<file path="config.mk">
export PLATFORM = sky130hd
export DESIGN_NAME = wb_timeout_reg
export DESIGN_NICKNAME = d
export VERILOG_FILES = /design/src/rtl/wb_timeout_reg.sv
export SDC_FILE = /design/constraint.sdc
export NUM_CORES = 1
export LEC_CHECK = 0
export ABC_AREA = 1
export BUFFER_PORTS_ARGS = -buffer_cell sky130_fd_sc_hd__buf_2
export CAP_MARGIN = 10
export CORE_MARGIN = 3
export CORE_UTILIZATION = 45
export CTS_CLUSTER_DIAMETER = 120
export DETAILED_ROUTE_END_ITERATION = 8
export GPL_ROUTABILITY_DRIVEN = 0
export PLACE_DENSITY = 0.77
export SETUP_SLACK_MARGIN = 0.05
export SLEW_MARGIN = 5
export SYNTH_ARGS = -nofsm -noshare
export SYNTH_HDL_FRONTEND = slang
export SYNTH_SLANG_ARGS = --single-unit
export TNS_END_PERCENT = 50
</file>
<file path="constraint.sdc">
create_clock -name clk -period 3.9 [get_ports clk]
set_clock_uncertainty 0.05 [all_clocks]
set_input_delay 1.17 -clock clk [delete_from_list [all_inputs] [get_ports clk]]
set_output_delay 1.17 -clock clk [all_outputs]
set_load 0.01 [all_outputs]
</file>
<file path="src/rtl/wb_timeout_reg.sv">
// Registered Wishbone pass-through with a slave-response watchdog.
// A master request is captured into output registers and presented to the
// slave. The first slave response (err > rty > ack) is returned to the master
// one cycle later. A slave that stays silent for TIMEOUT strobe cycles is
// answered with an error, and the expiry is counted. TIMEOUT = 0 turns the
// watchdog off.
module wb_timeout_reg #(
    parameter int DATA_WIDTH   = 32,
    parameter int ADDR_WIDTH   = 32,
    parameter int SELECT_WIDTH = DATA_WIDTH / 8,
    parameter int TIMEOUT      = 256,
    parameter int COUNT_WIDTH  = 16
) (
    input  logic                    clk,
    input  logic                    rst_n,
    // master side
    input  logic [ADDR_WIDTH-1:0]   wbm_adr_i,
    input  logic [DATA_WIDTH-1:0]   wbm_dat_i,
    output logic [DATA_WIDTH-1:0]   wbm_dat_o,
    input  logic                    wbm_we_i,
    input  logic [SELECT_WIDTH-1:0] wbm_sel_i,
    input  logic                    wbm_stb_i,
    input  logic                    wbm_cyc_i,
    output logic                    wbm_ack_o,
    output logic                    wbm_err_o,
    output logic                    wbm_rty_o,
    // slave side
    output logic [ADDR_WIDTH-1:0]   wbs_adr_o,
    output logic [DATA_WIDTH-1:0]   wbs_dat_o,
    input  logic [DATA_WIDTH-1:0]   wbs_dat_i,
    output logic                    wbs_we_o,
    output logic [SELECT_WIDTH-1:0] wbs_sel_o,
    output logic                    wbs_stb_o,
    output logic                    wbs_cyc_o,
    input  logic                    wbs_ack_i,
    input  logic                    wbs_err_i,
    input  logic                    wbs_rty_i,
    // watchdog status
    output logic                    timeout_o,
    output logic [COUNT_WIDTH-1:0]  timeout_count_o
);

    // Handshake: a request is cyc & stb from the master. It is accepted only
    // in IDLE while no master response is pending. Once accepted, wbs_stb_o and
    // wbs_cyc_o stay high with stable address/data/we/sel until one of these
    // happens: the slave asserts ack/err/rty, the watchdog expires, or the
    // master drops cyc (abort). Exactly one master response is high for
    // exactly one cycle after a slave response or an expiry, and none after
    // an abort.

    // The timer counts down from TIMEOUT; its width covers that value.
    localparam int TIMER_WIDTH = (TIMEOUT < 2) ? 1 : $clog2(TIMEOUT + 1);
    localparam logic [TIMER_WIDTH-1:0] TIMER_LOAD = TIMER_WIDTH'(TIMEOUT);
    localparam logic [TIMER_WIDTH-1:0] TIMER_LAST = TIMER_WIDTH'(1);
    localparam logic [COUNT_WIDTH-1:0] COUNT_MAX  = '1;
    localparam logic [COUNT_WIDTH-1:0] COUNT_ONE  = COUNT_WIDTH'(1);
    localparam bit WATCHDOG_EN = (TIMEOUT > 0);

    typedef enum logic [1:0] {
        IDLE   = 2'd0,
        ACTIVE = 2'd1,
        RESP   = 2'd2
    } state_t;

    state_t state;
    state_t state_next;

    logic [TIMER_WIDTH-1:0]  timer;
    logic [TIMER_WIDTH-1:0]  timer_next;

    logic [DATA_WIDTH-1:0]   wbm_dat_next;
    logic                    wbm_ack_next;
    logic                    wbm_err_next;
    logic                    wbm_rty_next;
    logic [ADDR_WIDTH-1:0]   wbs_adr_next;
    logic [DATA_WIDTH-1:0]   wbs_dat_next;
    logic                    wbs_we_next;
    logic [SELECT_WIDTH-1:0] wbs_sel_next;
    logic                    wbs_stb_next;
    logic                    wbs_cyc_next;
    logic                    timeout_next;
    logic [COUNT_WIDTH-1:0]  timeout_count_next;

    logic request;
    logic slave_resp;
    logic expire;

    assign request    = wbm_cyc_i & wbm_stb_i & ~(wbm_ack_o | wbm_err_o | wbm_rty_o);
    assign slave_resp = wbs_ack_i | wbs_err_i | wbs_rty_i;
    // The timer holds 1 during the last permitted strobe cycle.
    assign expire     = WATCHDOG_EN && (timer == TIMER_LAST);

    // Register state, timer and every output together; reset clears them all.
    always_ff @(posedge clk) begin
        if (!rst_n) begin
            state           <= IDLE;
            timer           <= '0;
            wbm_dat_o       <= '0;
            wbm_ack_o       <= 1'b0;
            wbm_err_o       <= 1'b0;
            wbm_rty_o       <= 1'b0;
            wbs_adr_o       <= '0;
            wbs_dat_o       <= '0;
            wbs_we_o        <= 1'b0;
            wbs_sel_o       <= '0;
            wbs_stb_o       <= 1'b0;
            wbs_cyc_o       <= 1'b0;
            timeout_o       <= 1'b0;
            timeout_count_o <= '0;
        end else begin
            state           <= state_next;
            timer           <= timer_next;
            wbm_dat_o       <= wbm_dat_next;
            wbm_ack_o       <= wbm_ack_next;
            wbm_err_o       <= wbm_err_next;
            wbm_rty_o       <= wbm_rty_next;
            wbs_adr_o       <= wbs_adr_next;
            wbs_dat_o       <= wbs_dat_next;
            wbs_we_o        <= wbs_we_next;
            wbs_sel_o       <= wbs_sel_next;
            wbs_stb_o       <= wbs_stb_next;
            wbs_cyc_o       <= wbs_cyc_next;
            timeout_o       <= timeout_next;
            timeout_count_o <= timeout_count_next;
        end
    end

    // Next-state decision; a master abort outranks a slave response or expiry.
    always_comb begin
        state_next = state;
        case (state)
            IDLE: begin
                if (request) begin
                    state_next = ACTIVE;
                end
            end
            ACTIVE: begin
                if (!wbm_cyc_i) begin
                    state_next = IDLE;
                end else if (slave_resp || expire) begin
                    state_next = RESP;
                end
            end
            RESP: begin
                state_next = IDLE;
            end
            default: begin
                state_next = IDLE;
            end
        endcase
    end

    // Next values of the output registers and the watchdog timer.
    always_comb begin
        // Captured transfer fields and read data hold; strobes and pulses clear.
        wbm_dat_next       = wbm_dat_o;
        wbm_ack_next       = 1'b0;
        wbm_err_next       = 1'b0;
        wbm_rty_next       = 1'b0;
        wbs_adr_next       = wbs_adr_o;
        wbs_dat_next       = wbs_dat_o;
        wbs_we_next        = wbs_we_o;
        wbs_sel_next       = wbs_sel_o;
        wbs_stb_next       = 1'b0;
        wbs_cyc_next       = 1'b0;
        timeout_next       = 1'b0;
        timeout_count_next = timeout_count_o;
        timer_next         = timer;
        case (state)
            IDLE: begin
                if (request) begin
                    wbs_adr_next = wbm_adr_i;
                    wbs_dat_next = wbm_dat_i;
                    wbs_we_next  = wbm_we_i;
                    wbs_sel_next = wbm_sel_i;
                    wbs_stb_next = 1'b1;
                    wbs_cyc_next = 1'b1;
                    timer_next   = TIMER_LOAD;
                end
            end
            ACTIVE: begin
                if (!wbm_cyc_i) begin
                    // Abort: a coincident slave response is discarded.
                    timer_next = '0;
                end else if (slave_resp) begin
                    // A response in the final timer cycle still wins.
                    wbm_dat_next = wbs_dat_i;
                    wbm_err_next = wbs_err_i;
                    wbm_rty_next = !wbs_err_i && wbs_rty_i;
                    wbm_ack_next = !wbs_err_i && !wbs_rty_i && wbs_ack_i;
                    timer_next   = '0;
                end else if (expire) begin
                    wbm_err_next = 1'b1;
                    timeout_next = 1'b1;
                    timer_next   = '0;
                    if (timeout_count_o != COUNT_MAX) begin
                        timeout_count_next = timeout_count_o + COUNT_ONE;
                    end
                end else begin
                    wbs_stb_next = 1'b1;
                    wbs_cyc_next = 1'b1;
                    if (WATCHDOG_EN) begin
                        timer_next = timer - TIMER_LAST;
                    end
                end
            end
            default: begin
                // RESP: the response registers clear through the defaults.
            end
        endcase
    end

endmodule

</file>
==> flow_summary.yaml, run 1 <==
placement:
  portBuffers: 230
  hpwlAfterDp_mm: 10.0
  pre_cts_slack_ps: 1150
sta:
  hold_viol_final: 0
  fmax_ghz: 0.433
  slew_violations: 0
  setup_viol: 0
  slew-limit-headroom_pct: 32.1
  setup_ws_ps: 1590
  rsz0062_at_grt: "no"
  fin_setup_tns_ps: 0
  worstMarginPinSlew_ps: 1020
  min_period_over_period_pct: 59.3
  min_period_ps: 2310
global_routing:
  grt_max_degree: 61
  antenna_found_initial: 0
  gr-total-overflow: 0
  grt.total_usage_pct: 21.3
  grt_pass1_vias: 4630
  grt_pass1_wl_mm: 22.1
clock_tree:
  path_clk_slew_ps: 50
  clock_sinks: 133
  cts-resized-gates: 0
  holdBufCountCts: 0
  htreeDepth: 4
  cts_buffers: 17
  cts_buffer_depth: 2
  cts_tree: "yes"
  cts_setup_buffers: 0
  clock_latency_ps: 410
  clock-root-buffer: "clkbuf_16"
worst_setup_path:
  r2r-end: "timeout_count_o[1]$_SDFFE_PN0P_"
  cp_data_arrival_time_ps: 2610
  worstPathRequired_ps: 4190
  reg2reg_from: "timeout_count_o[0]$_SDFFE_PN0P_"
  r2r_slack_ps: 2090
  rr_worst_depth: 8
  critPathMaxFanout: 56
  critical_path_class: "input pin to register"
  start_kind: "input pin"
  crit_path_end_kind: "register"
synthesis:
  synthTopCellsByArea: "dfxtp_1, nor2_1, o21ai_0, nand2_1, inv_1"
  synth_top_area_share_pct: 50.7
  ys_seq_area_share_pct: 50.7
  yosys-top-cells-count: "nor2_1, dfxtp_1, o21ai_0"
  ys_async_sr_fraction_pct: 0
  synth_edf_count: 0
  syn_avg_cell_area_sq_um: 7.28
  synthCells: 721
  synth.largest_area_cell: "dfxtp_1"
  syn-cell-area_sq_mm: 0.00525
  ys_types: 29
  synth_top_flop_cell: "dfxtp_1"
  yosys_warnings: 0
  yosysMostFrequentCell: "nor2_1"
  syn-num-nets: 832
  ys_ff_latch: 133
drt:
  drtPass1Iterations: 4
  drt-initial-drc-count: 436
  via_count: 5252
  vias_per_cell: 4.82
  routed_wl_mm: 14.1
  drc_errors: 0
  wl_per_cell_microns: 12.9
  ant_nets: 0
floorplanning:
  start_util_pct: 47.2
  die_w_microns: 114
  die_h_microns: 114
  coreArea_sq_mm: 0.0111
  pin_count: 231
  rows: 38
  die_area_sq_mm: 0.0130
layout:
  fillers: 1017
  area_growth_pct: 33.7
  final_layout_size_suffix_gt1_share_pct: 29.6
  nNetsFinal: 1047
run_status:
  outcome: "completed"
power:
  peakVddDrop_mv: 0.405
  p_per_area_mw_per_mm2: 484
  leakagePower_nw: 3.50
worst_hold_path:
  whs_endpoint: "wbm_dat_o[11]$_SDFFE_PN0P_"
  hold_depth: 2
  min_from: "wbm_dat_o[11]$_SDFFE_PN0P_"
  hp-class: "register to register"
run:
  cap_violations: 0
[worst max-delay path: stages]
cell and delay [ps]:
buf_2 100, nand2_1 50, nor2_1 110, nand3_2 310
inv_2 370, buf_12 290, nor2_1 70, nor2_1 110
[flip-flops by register name (all words and copies together) (netlist names)]
signal	cells
wbs_sel_o	4
state	2
wbs_adr_o	32
wbm_ack_o	1
wbm_dat_o	32
wbs_cyc_o	1
wbs_dat_o	32
timer	9
wbm_rty_o	1
timeout_o	1
wbm_err_o	1
wbs_we_o	1
timeout_count_o	16
[metal layers]
layer | GRT usage (%) | routed length, microns | part of all wire (%)
met1 | 25.6 | 6040 | 43
met2 | 35.0 | 6730 | 48
met3 | 7.69 | 1140 | 8.1
met4 | 7.68 | 210 | 1.5
met5 | 0 | 0 | 0
[layout make-up]
| type | instances | area, sq um | area share, % |
|---|---|---|---|
| antenna | 1 | 2.50 | 0.0357 |
| clock buffer | 22 | 454 | 6.48 |
| clock inverter | 10 | 130 | 1.86 |
| inverter | 51 | 191 | 2.73 |
| multi-input combinational | 498 | 2200 | 31.3 |
| sequential | 133 | 2660 | 38.0 |
| tap | 140 | 175 | 2.50 |
| timing repair buffer | 235 | 1200 | 17.1 |
[cell usage in the layout (no fill, tap or decap), drive strengths merged]
cell / n
o21ai: 105
clkinvlp: 2
dfxtp: 133
o21bai: 1
and2: 1
bufinv: 3
buf: 235
a21oi: 9
clkinv: 6
nand4: 12
o22ai: 1
inv: 50
diode: 1
nand3: 25
xor2: 1
nand2: 80
clkbuf: 22
nor2: 252
ha: 3
nor3: 8
[how the worst max path moves through the flow]
stage,startpoint,cells after the start,to
floorplan,wbs_rty_i,9,timeout_count_o[10]$_SDFFE_PN0P_
global placement,wbm_cyc_i,8,wbs_sel_o[3]$_SDFFE_PN0P_
detailed placement,wbm_cyc_i,8,wbs_dat_o[26]$_SDFFE_PN0P_
CTS,wbm_cyc_i,8,wbs_adr_o[12]$_SDFFE_PN0P_
global route,wbm_cyc_i,8,wbs_adr_o[12]$_SDFFE_PN0P_
finish,wbm_cyc_i,8,wbs_dat_o[26]$_SDFFE_PN0P_
[logic make-up after synthesis]
family	Yosys count	synth area share [%]
adders and majority gates	3	0.715
AOI/OAI and AO/OA	116	11.1
DFF	133	50.7
buffers and inverters	90	7.39
xor gates and xnor gates	1	0.167
and+or+nand+nor	378	29.9
[power by group]
group          internal (W)  leakage (nW)  switching (W)  total [W]
Clock               0.00101         0.284       0.000557    0.00157
Sequential          0.00143          1.09      0.0000349    0.00147
Combinational      0.000149          2.13       0.000207   0.000356
Total               0.00259          3.50       0.000799    0.00339
[stage by stage]
step | instance area [sq um] | total power (W) | hold WS, ps | utilization [%] | instances
after floorplan | 5250 | 0.00170 | 416 | - | 721
after global placement | 6430 | 0.00184 | 405 | 57.8 | 1057
after detailed placement | 6430 | 0.00185 | 414 | 57.8 | 1057
after CTS | 7010 | 0.00343 | 427 | 63.0 | 1089
after global routing | 7010 | 0.00354 | 444 | 63.0 | 1089
final | 7010 | 0.00339 | 422 | 63.0 | 1090
Note: power is estimated with default switching activity, not from simulation.
==> run 2: changes to the inputs <==
Clock period 3.9 ns to 2.25 ns, I/O delays scaled along.
==> flow_summary.yaml, run 2 (synthesized netlist as in run 1, its figures left out) <==
run_status:
  outcome: "completed"
worst_setup_path:
  start_kind: "register"
  worstPathRequired_ps: 2500
  critPathMaxFanout: 26
  worstPathCellList: "ha_1 > nand2_1 > nor2_4 > nand4_4 > nand2_1 > inv_1 > nor2_1 > nor2_1"
  crit_path_end_kind: "register"
  cp_data_arrival_time_ps: 2060
  max_stage_delay_ps: 410
  path_buf_inv: 1
  critPathTopFamily: "simple AND/OR/NAND/NOR gates"
  critical_path_class: "register to register"
  slowest_stage: "dfxtp_1"
clock_tree:
  holdBufCountCts: 0
  htreeDepth: 4
  cts_buffers: 17
  cts-resized-gates: 0
  clock_latency_ps: 410
  cts_tree: "yes"
  cts_buffer_depth: 2
  path_clk_slew_ps: 60
  cts_setup_buffers: 0
  clock-root-buffer: "clkbuf_16"
  clock_sinks: 133
layout:
  area_growth_pct: 35.7
  final_cell_mix: "nor2_1, buf_2, dfxtp_1"
  top_regs: "wbm_dat_o x32, wbs_adr_o x32, wbs_dat_o x32"
  final_layout_size_suffix_gt1_share_pct: 30.0
  regArea_sq_mm: 0.00266
  final_common_cell: "nor2_1"
  diodes: 0
  nNetsFinal: 1050
  fin_area_sq_mm: 0.00712
  fillers: 1005
  multi_input_area_sq_mm: 0.00220
sta:
  min_period_ps: 1810
  rsz0062_at_grt: "no"
  min_period_over_period_pct: 80.4
  fin_setup_tns_ps: 0
  setup_viol: 0
  fmax_ghz: 0.553
  hold_viol_final: 0
  worstMarginPinSlew_ps: 409
  slew-limit-headroom_pct: 72.5
  slew_violations: 0
drt:
  vias_per_cell: 4.83
  via_count: 5270
  drtPass1Iterations: 5
  drc_errors: 0
  ant_nets: 0
  drt-initial-drc-count: 340
  routed_wl_mm: 14.4
  wl_per_cell_microns: 13.2
power:
  leakagePower_nw: 3.55
  switchingPower_w: 0.00139
  clockPowerShare_pct: 47.7
  peakVddDrop_mv: 0.644
  sw_frac_of_total_pct: 23.0
  seqPwrFrac_pct: 41.9
  p_per_area_mw_per_mm2: 850
  p_comb_share_pct: 10.4
  finalPower_w: 0.00605
  internal_power_w: 0.00467
run:
  cap_violations: 0
floorplanning:
  pin_count: 231
  die_area_sq_mm: 0.0130
  rows: 38
  die_h_microns: 114
  die_w_microns: 114
  start_util_pct: 47.2
  coreArea_sq_mm: 0.0111
placement:
  hpwlAfterDp_mm: 10.0
  portBuffers: 230
  placed_cell_area_sq_mm: 0.00649
global_routing:
  grt_pass1_wl_mm: 22.5
  grt_max_degree: 62
  grt_pass1_vias: 4708
  antenna_found_initial: 1
  gr-total-overflow: 0
  grt.total_usage_pct: 21.6
worst_hold_path:
  hp-class: "input pin to register"
run 2: through the flow:
stage               hold WS (ps)  util, %  instances  setup WS [ps]
floorplan                    416        -        721            590
global placement             406     58.3       1060            305
detailed placement           416     58.3       1060            270
CTS                          375     64.0       1092            460
global route                 376     64.0       1092            296
finish                       396     64.0       1092            440
run 2: worst paths after layout:
kind,cells after the start,endpoint,slack [ps],from
setup / recovery,8,timeout_count_o[1]$_SDFFE_PN0P_,440,timeout_count_o[0]$_SDFFE_PN0P_
setup reg to reg,8,timeout_count_o[1]$_SDFFE_PN0P_,440,timeout_count_o[0]$_SDFFE_PN0P_
hold / removal,2,wbm_rty_o$_SDFF_PN0_,400,wbs_err_i
hold reg to reg,2,wbm_dat_o[21]$_SDFFE_PN0P_,420,wbm_dat_o[21]$_SDFFE_PN0P_
run 2: power by group through the flow:
stage               Combinational (W)  Sequential, W  Clock, W
floorplan                    0.000305        0.00264         0
global placement             0.000625        0.00258         0
detailed placement           0.000632        0.00259         0
CTS                          0.000637        0.00254   0.00295
global route                 0.000711        0.00255   0.00306
finish                       0.000629        0.00254   0.00289
run 2: area by class of cell:
type | count | share of cell area (%)
Timing Repair Buffer | 238 | 17.7
Tap cell | 140 | 2.46
Inverter | 51 | 2.69
Clock buffer | 25 | 7.24
Multi-Input combinational cell | 498 | 30.9
Clock inverter | 7 | 1.63
Sequential cell | 133 | 37.4
run 2: metal layers:
metal	GRT usage, %	wire [microns]	vias up
met2	35.1	6880	198
li1	-	-	2722
met1	26.0	6030	2323
met4	8.71	271	2
met5	0	13	-
met3	7.75	1210	25
run 2: worst reg2reg max path: stages (launching register included):
cell and delay (ps):
dfxtp_1 410, ha_1 210, nand2_1 110, nor2_4 170
nand4_4 340, nand2_1 210, inv_1 70, nor2_1 80
nor2_1 50
==> run 3: changes to the inputs <==
Clock period 2.25 ns to 1.67 ns, I/O delays scaled along.
==> flow_summary.yaml, run 3 (synthesized netlist as in run 1, its figures left out) <==
run_status:
  outcome: "completed"
drt:
  drtPass1Iterations: 5
  vias_per_cell: 4.78
  routed_wl_mm: 14.5
  via_count: 5362
  drc_errors: 0
  wl_per_cell_microns: 12.9
  drt-initial-drc-count: 437
  ant_nets: 0
layout:
  instances_no_fill: 1121
  diodes: 0
  final_cell_mix: "nor2_1, buf_2, dfxtp_1"
  final_common_cell: "nor2_1"
  area_growth_pct: 41.6
  final_util_pct: 66.8
  top_regs: "wbm_dat_o x32, wbs_adr_o x32, wbs_dat_o x32"
  nNetsFinal: 1079
  fillers: 998
  final_layout_size_suffix_gt1_share_pct: 33.0
worst_hold_path:
  min_from: "wbs_err_i"
  hold_depth: 2
  hp-class: "input pin to register"
  whs_endpoint: "wbm_rty_o$_SDFF_PN0_"
sta:
  rsz0062_at_grt: "yes"
  min_period_ps: 1570
  min_period_over_period_pct: 93.7
  worstMarginPinSlew_ps: 437
  setup_viol: 0
  fmax_ghz: 0.639
  hold_viol_final: 0
  slew-limit-headroom_pct: 70.8
  slew_violations: 0
placement:
  hpwlAfterDp_mm: 10.6
  placed_cells: 1086
  portBuffers: 230
worst_setup_path:
  r2r_slack_ps: 120
  worstPathCellList: "buf_4 > buf_2"
  start_kind: "register"
  critPathMaxFanout: 4
  crit_path_end_kind: "output pin"
  critical_path_class: "register to output pin"
  cp_data_arrival_time_ps: 1010
  rr_worst_depth: 10
  worstPathRequired_ps: 1120
  max_stage_delay_ps: 350
  reg2reg_from: "timeout_count_o[1]$_SDFFE_PN0P_"
  slowest_stage: "dfxtp_1"
  r2r-end: "timeout_count_o[14]$_SDFFE_PN0P_"
power:
  sw_frac_of_total_pct: 23.6
  clockPowerShare_pct: 48.7
  peakVddDrop_mv: 1.20
  seqPwrFrac_pct: 41.0
  p_comb_share_pct: 10.4
  finalPower_w: 0.00835
  internal_power_w: 0.00638
  switchingPower_w: 0.00197
  p_per_area_mw_per_mm2: 1120
  leakagePower_nw: 3.73
global_routing:
  grt_pass1_vias: 4777
  grt_pass1_wl_mm: 22.6
  gr-total-overflow: 0
  antenna_found_initial: 1
  grt.total_usage_pct: 21.4
  grt_max_degree: 59
floorplanning:
  die_h_microns: 114
  rows: 38
  pin_count: 231
  coreArea_sq_mm: 0.0111
  die_w_microns: 114
  start_util_pct: 47.2
  die_area_sq_mm: 0.0130
clock_tree:
  holdBufCountCts: 0
  cts_tree: "yes"
  cts_buffer_depth: 2
  htreeDepth: 4
  clock-root-buffer: "clkbuf_16"
  clock_sinks: 133
  clock_latency_ps: 400
  path_clk_slew_ps: 60
  cts_buffers: 17
run:
  cap_violations: 0
## run 3: cell type report
class | count | area [sq um] | area share [%]
flip-flops and latches | 133 | 2670 | 35.9
multi-input cells | 498 | 2220 | 29.9
repair buffers | 267 | 1520 | 20.5
clock buffers | 18 | 429 | 5.78
clock inverters | 14 | 224 | 3.01
inverters | 51 | 191 | 2.58
well taps | 140 | 175 | 2.36
## run 3: critical path, delay by kind of cell (launching register included)
kind | cells | cell delay, ps
buffers and inverters | 2 | 270
DFF | 1 | 350
## run 3: per-layer routing
layer / GRT usage (%) / up-vias / wire, microns
met3: 6.53 / 19 / 1190
met5: 0 / - / 7
met4: 5.94 / 2 / 167
li1: - / 2782 / -
met1: 26.3 / 2363 / 6050
met2: 36.2 / 196 / 7080
## run 3: metrics by stage
step	area, sq um	setup TNS, ps	setup slack [ps]	hold WS [ps]
final	7430	0	105	248
after global routing	7430	0	37.4	232
after CTS	7360	0	91.2	231
after detailed placement	6710	-31.4	-25.2	415
after global placement	6710	0	20.3	406
after floorplan	5250	0	124	416
## run 3: timing repair
item,CTS,global route
endpoints found under the setup margin,0,13
setup buffers,0,2
gates resized for setup,0,9
## run 3: how the worst max path moves through the flow
| stage | from | slack (ps) | endpoint |
|---|---|---|---|
| 3_3_place_gp | wbs_err_i | 20 | timeout_count_o[14]$_SDFFE_PN0P_ |
| 6_report | timeout_count_o[5]$_SDFFE_PN0P_ | 100 | timeout_count_o[5] |
| 2_1_floorplan | timeout_count_o[0]$_SDFFE_PN0P_ | 120 | timeout_count_o[10]$_SDFFE_PN0P_ |
| 4_1_cts | timeout_count_o[5]$_SDFFE_PN0P_ | 90 | timeout_count_o[5] |
| 3_5_place_dp | wbs_err_i | -30 | timeout_count_o[4]$_SDFFE_PN0P_ |
| 5_1_grt | timeout_count_o[1]$_SDFFE_PN0P_ | 40 | timeout_count_o[5]$_SDFFE_PN0P_ |
## run 3: power by group through the flow
stage	combinational [W]	sequential, W	clock, W
floorplan	0.000411	0.00356	0
global placement	0.000860	0.00348	0
detailed placement	0.000870	0.00349	0
CTS	0.000876	0.00342	0.00414
global route	0.000980	0.00344	0.00429
finish	0.000867	0.00342	0.00406
